## src/rtl/adc_resp_emulator_if.sv

```systemverilog
`default_nettype none
// ============================================================================
// Module      : adc_resp_emulator_if
// Description : Avalon-ST command/response bundle between a conversion
//               requester (master) and the ADC response emulator (slave).
//               Command side : command_valid/channel/SOP/EOP in, ready out.
//               Response side: single-cycle valid beat with channel, 12-bit
//                              data and SOP/EOP; no backpressure.
// Revision    : 1.0  initial release
// ============================================================================
interface adc_resp_emulator_if;
  logic       command_valid;
  logic [4:0] command_channel;
  logic       command_startofpacket;
  logic       command_endofpacket;
  logic       command_ready;
  logic       response_valid;
  logic [4:0] response_channel;
  logic [11:0] response_data;
  logic       response_startofpacket;
  logic       response_endofpacket;

  modport master (
    output command_valid, command_channel, command_startofpacket, command_endofpacket,
    input  command_ready,
    input  response_valid, response_channel, response_data,
           response_startofpacket, response_endofpacket
  );

  modport slave (
    input  command_valid, command_channel, command_startofpacket, command_endofpacket,
    output command_ready,
    output response_valid, response_channel, response_data,
           response_startofpacket, response_endofpacket
  );
endinterface
`default_nettype wire

```

## src/rtl/adc_resp_emulator.sv

```systemverilog
`default_nettype none
// ============================================================================
// Module      : adc_resp_emulator
// Description : Stand-in for the MAX10 modular ADC command/response path.
//               Accepts one conversion command at a time, waits CONV_CYCLES,
//               then emits one response beat. The temperature channel
//               returns a wrapping ramp; other valid channels return
//               {channel, 7'b0}; out-of-range channels return 0.
// Ports       : clock  - system clock
//               reset  - asynchronous, active-high reset
//               bus    - adc_resp_emulator_if.slave (command + response)
// Options     : ADC_EMU_NOISE_EN - adds LFSR[1:0] dither (saturating) to
//               temperature samples; the ramp itself is unaffected.
// Revision    : 1.0  initial release
// ============================================================================
module adc_resp_emulator #(
  parameter int          CONV_CYCLES = 50,
  parameter logic [4:0]  TEMP_CH     = 5'd17,
  parameter logic [11:0] TEMP_BASE   = 12'd3431,
  parameter logic [11:0] TEMP_MAX    = 12'd3481,
  parameter logic [4:0]  MAX_CH      = 5'd17
) (
  input  wire logic           clock,
  input  wire logic           reset,
  adc_resp_emulator_if.slave  bus
);

  localparam logic [1:0] S_IDLE    = 2'd0;
  localparam logic [1:0] S_CONVERT = 2'd1;
  localparam logic [1:0] S_RESPOND = 2'd2;

  localparam logic [9:0] c_CNT_LOAD = 10'(CONV_CYCLES - 1);

  logic [1:0]  r_state;
  logic [9:0]  r_cnt;
  logic [4:0]  r_ch;
  logic        r_sop;
  logic        r_eop;
  logic [11:0] r_ramp;
  logic        r_ready;
  logic        r_resp_valid;
  logic [4:0]  r_resp_ch;
  logic [11:0] r_resp_data;
  logic        r_resp_sop;
  logic        r_resp_eop;

  logic [11:0] w_temp_data;
  logic [11:0] w_resp_data;
  logic [11:0] w_ramp_next;

`ifdef ADC_EMU_NOISE_EN
  logic [15:0] r_lfsr;
  logic        w_lfsr_fb;
  logic [12:0] w_temp_sum;

  // Fibonacci form, taps 16,14,13,11 (bits 15,13,12,10)
  assign w_lfsr_fb = r_lfsr[15] ^ r_lfsr[13] ^ r_lfsr[12] ^ r_lfsr[10];

  always_ff @(posedge clock or posedge reset) begin
    if (reset) begin
      r_lfsr <= 16'hACE1;
    end else begin
      r_lfsr <= {r_lfsr[14:0], w_lfsr_fb};
    end
  end

  assign w_temp_sum  = {1'b0, r_ramp} + {11'd0, r_lfsr[1:0]};
  assign w_temp_data = w_temp_sum[12] ? 12'hFFF : w_temp_sum[11:0];
`else
  assign w_temp_data = r_ramp;
`endif

  assign w_ramp_next = (r_ramp == TEMP_MAX) ? TEMP_BASE : (r_ramp + 12'd1);

  always_comb begin
    w_resp_data = 12'h000;
    if (r_ch == TEMP_CH) begin
      w_resp_data = w_temp_data;
    end else if (r_ch <= MAX_CH) begin
      w_resp_data = {r_ch, 7'b0};
    end
  end

  always_ff @(posedge clock or posedge reset) begin
    if (reset) begin
      r_state      <= S_IDLE;
      r_cnt        <= 10'd0;
      r_ch         <= 5'd0;
      r_sop        <= 1'b0;
      r_eop        <= 1'b0;
      r_ramp       <= TEMP_BASE;
      r_ready      <= 1'b0;
      r_resp_valid <= 1'b0;
      r_resp_ch    <= 5'd0;
      r_resp_data  <= 12'h000;
      r_resp_sop   <= 1'b0;
      r_resp_eop   <= 1'b0;
    end else begin
      case (r_state)
        S_IDLE: begin
          if (r_ready && bus.command_valid) begin
            r_ch    <= bus.command_channel;
            r_sop   <= bus.command_startofpacket;
            r_eop   <= bus.command_endofpacket;
            r_cnt   <= c_CNT_LOAD;
            r_ready <= 1'b0;
            r_state <= S_CONVERT;
          end else begin
            // First edge after reset release raises ready
            r_ready <= 1'b1;
          end
        end
        S_CONVERT: begin
          if (r_cnt == 10'd0) begin
            // Response registers load here so the beat is visible
            // throughout the RESPOND cycle.
            r_state      <= S_RESPOND;
            r_resp_valid <= 1'b1;
            r_resp_ch    <= r_ch;
            r_resp_data  <= w_resp_data;
            r_resp_sop   <= r_sop;
            r_resp_eop   <= r_eop;
            if (r_ch == TEMP_CH) begin
              r_ramp <= w_ramp_next;
            end
          end else begin
            r_cnt <= r_cnt - 10'd1;
          end
        end
        S_RESPOND: begin
          r_resp_valid <= 1'b0;
          r_ready      <= 1'b1;
          r_state      <= S_IDLE;
        end
        default: begin
          r_state <= S_IDLE;
          r_ready <= 1'b0;
        end
      endcase
    end
  end

  assign bus.command_ready          = r_ready;
  assign bus.response_valid         = r_resp_valid;
  assign bus.response_channel       = r_resp_ch;
  assign bus.response_data          = r_resp_data;
  assign bus.response_startofpacket = r_resp_sop;
  assign bus.response_endofpacket   = r_resp_eop;

endmodule
`default_nettype wire

```

## src/flat_wrapper.sv

```systemverilog
// flat-port wrapper written by rule: the top's interface ports become plain ports
module adc_resp_emulator_flat 
#(
  parameter int          CONV_CYCLES = 50,
  parameter logic [4:0]  TEMP_CH     = 5'd17,
  parameter logic [11:0] TEMP_BASE   = 12'd3431,
  parameter logic [11:0] TEMP_MAX    = 12'd3481,
  parameter logic [4:0]  MAX_CH      = 5'd17
)
  (clock, reset, bus_command_valid, bus_command_channel, bus_command_startofpacket, bus_command_endofpacket, bus_command_ready, bus_response_valid, bus_response_channel, bus_response_data, bus_response_startofpacket, bus_response_endofpacket);
  adc_resp_emulator_if bus_i ();
  input  wire logic clock;
  input  wire logic reset;
  input wire logic [$bits(bus_i.command_valid)-1:0] bus_command_valid;
  input wire logic [$bits(bus_i.command_channel)-1:0] bus_command_channel;
  input wire logic [$bits(bus_i.command_startofpacket)-1:0] bus_command_startofpacket;
  input wire logic [$bits(bus_i.command_endofpacket)-1:0] bus_command_endofpacket;
  output wire logic [$bits(bus_i.command_ready)-1:0] bus_command_ready;
  output wire logic [$bits(bus_i.response_valid)-1:0] bus_response_valid;
  output wire logic [$bits(bus_i.response_channel)-1:0] bus_response_channel;
  output wire logic [$bits(bus_i.response_data)-1:0] bus_response_data;
  output wire logic [$bits(bus_i.response_startofpacket)-1:0] bus_response_startofpacket;
  output wire logic [$bits(bus_i.response_endofpacket)-1:0] bus_response_endofpacket;
  assign bus_i.command_valid = bus_command_valid;
  assign bus_i.command_channel = bus_command_channel;
  assign bus_i.command_startofpacket = bus_command_startofpacket;
  assign bus_i.command_endofpacket = bus_command_endofpacket;
  assign bus_command_ready = bus_i.command_ready;
  assign bus_response_valid = bus_i.response_valid;
  assign bus_response_channel = bus_i.response_channel;
  assign bus_response_data = bus_i.response_data;
  assign bus_response_startofpacket = bus_i.response_startofpacket;
  assign bus_response_endofpacket = bus_i.response_endofpacket;
  adc_resp_emulator #(.CONV_CYCLES(CONV_CYCLES), .TEMP_CH(TEMP_CH), .TEMP_BASE(TEMP_BASE), .TEMP_MAX(TEMP_MAX), .MAX_CH(MAX_CH)) u_core (.clock(clock), .reset(reset), .bus(bus_i));
endmodule
```

## config.mk

```make
export PLATFORM = sky130hd
export DESIGN_NAME = adc_resp_emulator_flat
export DESIGN_NICKNAME = d
export VERILOG_FILES = /design/src/rtl/adc_resp_emulator_if.sv /design/src/rtl/adc_resp_emulator.sv /design/src/flat_wrapper.sv
export SDC_FILE = /design/constraint.sdc
export NUM_CORES = 1
export LEC_CHECK = 0
export BUFFER_PORTS_ARGS = -buffer_cell sky130_fd_sc_hd__buf_2
export CAP_MARGIN = 20
export CORE_ASPECT_RATIO = 0.75
export CORE_MARGIN = 2
export CORE_UTILIZATION = 40
export DETAILED_ROUTE_END_ITERATION = 10
export PLACE_DENSITY_LB_ADDON = 0.2
export SLEW_MARGIN = 20
export SYNTH_ARGS = -nofsm -noshare
export SYNTH_HDL_FRONTEND = slang
export SYNTH_SLANG_ARGS = --single-unit
```

## constraint.sdc

```tcl
create_clock -name clock -period 2.22 [get_ports clock]
set_input_delay 0.222 -clock clock [delete_from_list [all_inputs] [get_ports clock]]
set_output_delay 0.222 -clock clock [all_outputs]
set_load 0.01 [all_outputs]
```

==> out/results.md, run 1 <==
| Step | Quantity | Value |
|:---|:---|:---|
| logic synthesis | Yosys reg bits | 52 |
| clock network | Number of levels the H-tree was split into | 2 |
| sta | RSZ-0062 raised after global routing | false |
| clock network | Root buffer cell | sky130_fd_sc_hd__clkbuf_8 |
| worst setup path | Maximum single-stage delay on the critical path | 480 ps |
| clock network | Worst-path clk slew | 90 ps |
| floorplan | Number of cell rows | 24 |
| floorplan | Horizontal extent of the die | 95.2 um |
| logic synthesis | Netlist area before placement | 2490 um2 |
| power | Leakage power total | 1.35 nW |
| grt | Total GRT Usage | 0.166 |
| finish | Nets | 277 |
| drt | Post-Route WL | 5.29 mm |
| worst setup path | Cell family with the largest share of critical-path delay | compound AO/OA/AOI/OAI gates |
| drt | DRC violations left | 0 |
| sta | Remaining max-slew budget at the tightest pin | 0.630 |
| sta | Total negative slack for setup checks | 0 ps |
| grt | Initial antenna violation count | 0 |
| worst setup path | Data required time at the worst endpoint | 2410 ps |
| finish | Area growth from synthesis to final layout | 18.3% |
| clock network | Number of buffers between clock root and the deepest sink | 2 |
| clock network | TritonCTS clock tree | yes |
| clock network | Number of clock sinks | 52 |
| drt | First-pass detailed-route iteration total | 4 |
| job | Max Cap Violations | 0 |
| sta | Final clock skew | 7.06 ps |
| logic synthesis | Mapped Nets | 233 |
| grt | GR Overflow Total | 0 |
| worst setup path | Critical path launch point type | flop |
| logic synthesis | Prevailing post-synth register cell | sky130_fd_sc_hd__dfrtp_1 |
| logic synthesis | Warnings, synthesis | 0 |
| place | Cell count after placement | 332 |
| logic synthesis | Gate count after technology mapping | 220 |
| sta | Transition time at the pin with the least slew margin | 554 ps |
| power | Power density relative to cell area | 966 nW/um2 |
| clock network | Number of buffers added by the clock tree synthesis step | 5 |
| worst setup path | CP endpoint kind | flop |
| floorplan | Top-level I/O count | 31 |
| finish | Commonest non-fill, non-tap cells in the layout | sky130_fd_sc_hd__dfrtp_1, sky130_fd_sc_hd__buf_2, sky130_fd_sc_hd__nand2_1 |
| finish | Share of layout cells above drive strength 1 | 0.328 |
| finish | Final core utilization | 0.499 |
| floorplan | Floorplan die area | 6890 um2 |
| sta | Period Utilization, post-route | 0.922 |
| finish | Number of inserted diodes | 0 |
| logic synthesis | Post-synthesis sequential area ratio | 0.526 |
| worst setup path | Slowest stage cell on the critical path | sky130_fd_sc_hd__a311oi_1 |
| place | Placed wire-length estimate | 3.87 mm |
| sta | Max frequency | 0.489 GHz |
| clock network | Skew-Pair Late Insertion Delay | 300 ps |
| place | Port bufs | 30 |
| worst setup path | Number of buffers and inverters on the critical path | 1 |
| floorplan | Placeable core region | 5920 um2 |
| worst setup path | Sequence of cells on the critical path | inv_1, ha_1, nor4b_4, a311oi_1, and4bb_2, mux2_1 |
| floorplan | Die Ht | 72.4 um |
| grt | Wire length of the first global-routing pass | 8.78 mm |
| place | Final Wtd Congestion | 0.823 |
| logic synthesis | Synthesized area divided by synthesized cell count | 11.3 um2 |
| hold path | Kind of path behind the tightest hold check | in -> reg |
| drt | Number of vias after detailed routing | 1851 |
| logic synthesis | Number of enable-type register cells in the synthesized netlist | 0 |
| power | IR drop worst, VDD | 0.446 mV |
| sta | Hold violation total from the final report | 0 |
| drt | Post-DRT Antenna Nets | 0 |
| logic synthesis | Proportion of synthesized flip-flops having asynchronous set or reset | 1.00 |
| grt | Vias in the first global route | 1704 |
| drt | Post-detailed-route wirelength per cell | 15.4 um |
| floorplan | Initial Utilization | 0.422 |
| sta | Final setup violation count | 0 |
| worst setup path | Maximum fanout encountered on the critical timing path | 5 |
| finish | Non-filler cells in the finished layout | 343 |
| drt | Via density | 5.40 |
| logic synthesis | Number of distinct standard cells referenced by the synthesized netlist | 54 |
| sta | Final critical path time including I/O delays and setup | 2050 ps |
| worst setup path | Critical path class | reg -> reg |
| finish | Commonest non-fill, non-tap cell in the layout | sky130_fd_sc_hd__dfrtp_1 |
| grt | Largest net degree at the start of global routing | 30 |
| sta | Final Max Slew Viols | 0 |
| outcome | Status | complete, no violations |
| drt | Drt first-iter violations | 119 |
| worst setup path | Data arrival at the endpoint of the critical path | 2230 ps |
-- tightest hold or removal path: stages --
cell and delay, ps:
sky130_fd_sc_hd__buf_2 80, sky130_fd_sc_hd__nand2_1 40, sky130_fd_sc_hd__o21ai_0 60
-- cells in the mapped netlist (all sizes together), types with 4 or more instances --
master	instances	share of area
o31ai	5	0.015
a21oi	4	0.0080
a22o	7	0.025
nor4	4	0.025
o21ai	12	0.024
dfrtp	44	0.44
nor2	12	0.019
mux2	13	0.059
dfstp	8	0.084
buf	5	0.013
nand4	5	0.015
a211o	4	0.014
nand2	22	0.034
inv	14	0.021
-- path summary, 6_finish.rpt --
kind | start | end | slack, ps | depth (start not counted)
max | u_core.r_cnt[0]$_DFFE_PP0P_ | u_core.r_cnt[7]$_DFFE_PP0P_ | 170 | 6
min | bus_command_channel[0] | u_core.r_ch[0]$_DFFE_PP0P_ | 140 | 3
max reg2reg | u_core.r_cnt[0]$_DFFE_PP0P_ | u_core.r_cnt[7]$_DFFE_PP0P_ | 170 | 6
min reg2reg | u_core.r_cnt[5]$_DFFE_PP0P_ | u_core.r_cnt[5]$_DFFE_PP0P_ | 490 | 1
max in group asynchronous | reset | u_core.r_ramp[6]$_DFFE_PP1P_ | 1090 | 4
min in group asynchronous | reset | u_core.r_ch[1]$_DFFE_PP0P_ | 510 | 3
-- metrics by stage --
step / power, mW / worst slack [ps] / area, um2 / hold WS (ps)
2_1_floorplan: 1.93 / 387 / 2490 / 339
3_3_place_gp: 2.21 / 161 / 2820 / 299
3_5_place_dp: 2.22 / 65.7 / 2820 / 311
4_1_cts: 2.88 / 57.8 / 2940 / 136
5_1_grt: 3.05 / 17.4 / 2950 / 144
6_report: 2.85 / 173 / 2950 / 141
-- repair_timing --
action / 4_1_cts / 5_1_grt
hold buffers: 1 / 0
endpoints found under the hold margin: 22 / 0
setup endpoints to repair: 0 / 11
setup buffers: 0 / 2
gates resized for setup: 0 / 0
-- final cells by class --
cell class                 instances  area [um2]
tap                               78        97.6
clock buffer                       6        72.6
fill                             538        2970
multi-input combinational        146        1100
clock inverter                     2        35.0
timing repair buffer              45         278
sequential                        52        1310
inverter                          14        52.6
-- cell families after synthesis --
| group | Yosys count | synth area share |
|---|---|---|
| simple gates | 76 | 0.205 |
| flops | 52 | 0.526 |
| compound gates | 46 | 0.128 |
| buf+inv | 22 | 0.0381 |
| mux | 16 | 0.0707 |
| xor+xnor | 5 | 0.0176 |
| fa+ha+maj | 3 | 0.0150 |
-- where the power goes --
group	switching (mW)	total, mW	internal (mW)
logic	0.424	0.830	0.406
registers	0.209	1.37	1.17
clock network	0.311	0.646	0.335
total	0.944	2.85	1.91
-- flip-flops by register name, indices dropped and copies added, names as in the netlist --
| register | count |
|---|---|
| u_core.bus.response_channel | 5 |
| u_core.bus.response_startofpacket | 1 |
| u_core.r_ch | 5 |
| u_core.bus.response_data | 12 |
| u_core.r_ramp | 12 |
| u_core.r_eop | 1 |
| u_core.bus.response_valid | 1 |
| u_core.r_cnt | 10 |
| u_core.bus.command_ready | 1 |
| u_core.r_state | 2 |
| u_core.r_sop | 1 |
| u_core.bus.response_endofpacket | 1 |
-- layer usage --
metal | up-vias | routed length (um) | GRT usage
li1 | 892 | - | -
met3 | 2 | 312 | 0.0353
met2 | 59 | 2100 | 0.220
met5 | - | 0 | 0
met4 | 0 | 34 | 0.0338
met1 | 898 | 2850 | 0.274
(Power assumes the default switching activity.)
==> inputs of run 2 (changes only) <==
ABC_AREA = 1   (was unset)
==> run 2 against run 1 <==
Hold slack worse by 70 ps. Cell count rose by 30%. Utilization decreased by 3.0 points. Die area increased by 8.0%. Critical path depth grew 2. Clock skew rose by 8.8 ps. Largest power group unchanged.
==> out/results.md, run 2 <==
| Step | Quantity | Value |
|:---|:---|:---|
| outcome | Status | complete, no violations |
| sta | Final critical path time including I/O delays and setup | 1900 ps |
| logic synthesis | Synth area leaders | sky130_fd_sc_hd__dfrtp_1, sky130_fd_sc_hd__nand2_1, sky130_fd_sc_hd__dfstp_2 |
| place | Instance area after placement | 2910 um2 |
| grt | Initial antenna violation count | 0 |
| logic synthesis | Number of enable-type register cells in the synthesized netlist | 0 |
| finish | Number of inserted filler cells in the final layout | 640 |
| clock network | Number of gates given a new drive strength after cts | 0 |
| floorplan | Number of cell rows | 25 |
| drt | DRC violations left | 0 |
| finish | Number of inserted diodes | 0 |
| sta | Total negative slack for setup checks | 0 ps |
| drt | Via density | 4.83 |
| worst setup path | Crit path to | u_core.r_ramp[10]$_DFFE_PP1P_ |
| logic synthesis | Proportion of synthesized flip-flops having asynchronous set or reset | 1.00 |
| clock network | Post-CTS Setup Inserts | 0 |
| clock network | Worst-path clk slew | 100 ps |
| drt | Drt first-iter violations | 159 |
| sta | Final Hold Slack | 71.0 ps |
| logic synthesis | Most repeated cell in the gate-level netlist after synthesis | sky130_fd_sc_hd__nand2_1 |
| logic synthesis | Warnings, synthesis | 0 |
| sta | Period Utilization, post-route | 0.856 |
| power | Total Power Consumption | 3.29 mW |
| hold path | Kind of path behind the tightest hold check | in -> async |
| place | Port bufs | 30 |
| grt | Total GRT Usage | 0.160 |
| drt | Post-DRT Antenna Nets | 0 |
| floorplan | Die Ht | 75.2 um |
| worst setup path | CP endpoint kind | flop |
| sta | Worst-case setup margin in the final layout | 320 ps |
| clock network | TritonCTS clock tree | yes |
| clock network | Count of hold buffers inserted by post-cts repair | 0 |
| finish | Nets | 376 |
| logic synthesis | Netlist area before placement | 2710 um2 |
| logic synthesis | Yosys reg bits | 52 |
| finish | Area taken by flip-flops and latches | 1310 um2 |
| clock network | Skew-Pair Late Insertion Delay | 310 ps |
| place | Dpl ws | 365 ps |
| drt | Post-Route WL | 5.60 mm |
| worst setup path | Logic depth of the worst register-to-register path | 8 |
| worst setup path | Maximum fanout encountered on the critical timing path | 16 |
| sta | Final Max Slew Viols | 0 |
| power | Leakage power total | 1.49 nW |
| worst setup path | Data required time at the worst endpoint | 2460 ps |
| clock network | Root buffer cell | sky130_fd_sc_hd__clkbuf_8 |
| logic synthesis | Synthesized area divided by synthesized cell count | 8.20 um2 |
| worst setup path | Setup crit start | u_core.r_cnt[0]$_DFFE_PP0P_ |
| grt | Vias in the first global route | 1905 |
| finish | Area growth from synthesis to final layout | 11.1% |
| drt | Number of vias after detailed routing | 2148 |
| floorplan | Floorplan die area | 7440 um2 |
| logic synthesis | Prevailing post-synth register cell | sky130_fd_sc_hd__dfrtp_1 |
| drt | First-pass detailed-route iteration total | 4 |
| clock network | Number of buffers added by the clock tree synthesis step | 5 |
| worst setup path | Slack of the worst reg-to-reg path | 320 ps |
| sta | RSZ-0062 raised after global routing | false |
| logic synthesis | Portion of synthesized cell area occupied by the leading cell type | 0.407 |
| finish | Non-filler cells in the finished layout | 445 |
| logic synthesis | Gate count after technology mapping | 330 |
| logic synthesis | Number of distinct standard cells referenced by the synthesized netlist | 29 |
| drt | Post-detailed-route wirelength per cell | 12.6 um |
| clock network | Number of levels the H-tree was split into | 2 |
| finish | Final instance area | 3000 um2 |
| logic synthesis | Post-synthesis sequential area ratio | 0.485 |
| grt | GR Overflow Total | 0 |
| power | Power density relative to cell area | 1090 nW/um2 |
| sta | Hold violation total from the final report | 0 |
| clock network | Number of buffers between clock root and the deepest sink | 2 |
| logic synthesis | Mapped Nets | 343 |
| finish | Commonest non-fill, non-tap cells in the layout | sky130_fd_sc_hd__nand2_1, sky130_fd_sc_hd__dfrtp_1, sky130_fd_sc_hd__buf_2 |
| floorplan | Top-level I/O count | 31 |
| finish | Multi-input gate area | 1210 um2 |
| power | IR drop worst, VDD | 0.399 mV |
| grt | Wire length of the first global-routing pass | 9.49 mm |
| worst setup path | Worst flop-to-flop path startpoint | u_core.r_cnt[0]$_DFFE_PP0P_ |
| finish | Share of layout cells above drive strength 1 | 0.212 |
| job | Max Cap Violations | 0 |
| worst setup path | Data arrival at the endpoint of the critical path | 2140 ps |
| floorplan | Initial Utilization | 0.422 |
| place | Final Wtd Congestion | 0.858 |
| sta | Transition time at the pin with the least slew margin | 654 ps |
| place | Placed wire-length estimate | 3.99 mm |
| grt | Largest net degree at the start of global routing | 53 |
| sta | Final setup violation count | 0 |
| place | Cell count after placement | 437 |
| finish | Final core utilization | 0.468 |
| worst setup path | Critical path class | reg -> reg |
| worst setup path | Endpoint of the most critical register-to-register path | u_core.r_ramp[10]$_DFFE_PP1P_ |
| sta | Final clock skew | 15.9 ps |
| floorplan | Placeable core region | 6410 um2 |
| logic synthesis | Cell accounting for the most synthesized area | sky130_fd_sc_hd__dfrtp_1 |
| logic synthesis | Most used standard cells in the synthesized netlist | sky130_fd_sc_hd__nand2_1, sky130_fd_sc_hd__dfrtp_1, sky130_fd_sc_hd__inv_1 |
| sta | Remaining max-slew budget at the tightest pin | 0.564 |
| floorplan | Horizontal extent of the die | 99.0 um |
| sta | Max frequency | 0.526 GHz |
| clock network | Number of clock sinks | 52 |
| worst setup path | Critical path launch point type | flop |
| finish | Commonest non-fill, non-tap cell in the layout | sky130_fd_sc_hd__nand2_1 |
## run 2: cell types whose count changed in the layout (fill, tap and decap cells not counted), sizes merged, moves of 13 or more
cell   before  now
nand2      22  116
mux2       13    0
nand3       3   27
o21ai      12   32
buf        44   31
nor2       12   31
inv        14   36
## run 2: layer usage
| layer | vias to the layer above | routed length (um) | global-route usage |
|---|---|---|---|
| li1 | 1118 | - | - |
| met1 | 979 | 3080 | 0.254 |
| met2 | 49 | 2170 | 0.223 |
| met3 | 2 | 319 | 0.0362 |
| met4 | 0 | 27 | 0.0320 |
| met5 | - | 0 | 0 |
## run 2: final cells by class
type / instances / area share
clock inverter: 3 / 0.00708
multi-input combinational: 238 / 0.402
timing repair buffer: 31 / 0.0525
tap: 81 / 0.0337
sequential: 52 / 0.436
clock buffer: 5 / 0.0229
inverter: 35 / 0.0454
## run 2: worst min-delay path by stage
stage | to | slack (ps) | depth (start not counted)
floorplan | u_core.r_ch[0]$_DFFE_PP0P_ | 330 | 2
CTS | u_core.r_cnt[1]$_DFFE_PP0P_ | 100 | 3
detailed placement | u_core.r_ch[0]$_DFFE_PP0P_ | 430 | 3
global route | u_core.r_ch[0]$_DFFE_PP0P_ | 110 | 3
finish | u_core.r_cnt[2]$_DFFE_PP0P_ | 70 | 3
global placement | u_core.r_ch[0]$_DFFE_PP0P_ | 430 | 3
## run 2: kinds of logic (layout without fill, tap and decap cells)
logic type / count (synthesis) / in the layout / synth area share
xor gates and xnor gates: 10 / 10 / 0.0324
and+or+nand+nor: 186 / 186 / 0.308
adders and majority gates: 3 / 3 / 0.0139
DFF: 52 / 52 / 0.485
buffers and inverters: 40 / 74 / 0.0689
AOI/OAI and AO/OA: 39 / 39 / 0.0920
## run 2: worst max-delay path, cell delays in order (launching register included)
cell and delay, ps:
sky130_fd_sc_hd__dfrtp_1 390, sky130_fd_sc_hd__inv_1 140, sky130_fd_sc_hd__ha_1 250, sky130_fd_sc_hd__nand2_1 130, sky130_fd_sc_hd__nor2_1 160, sky130_fd_sc_hd__nand4_2 350, sky130_fd_sc_hd__inv_2 260, sky130_fd_sc_hd__nand2_1 80
sky130_fd_sc_hd__nand2_1 70
## run 2: where the power goes
| group | switching (mW) | internal [mW] |
|---|---|---|
| registers | 0.195 | 1.22 |
| clock network | 0.327 | 0.225 |
| logic | 0.854 | 0.461 |
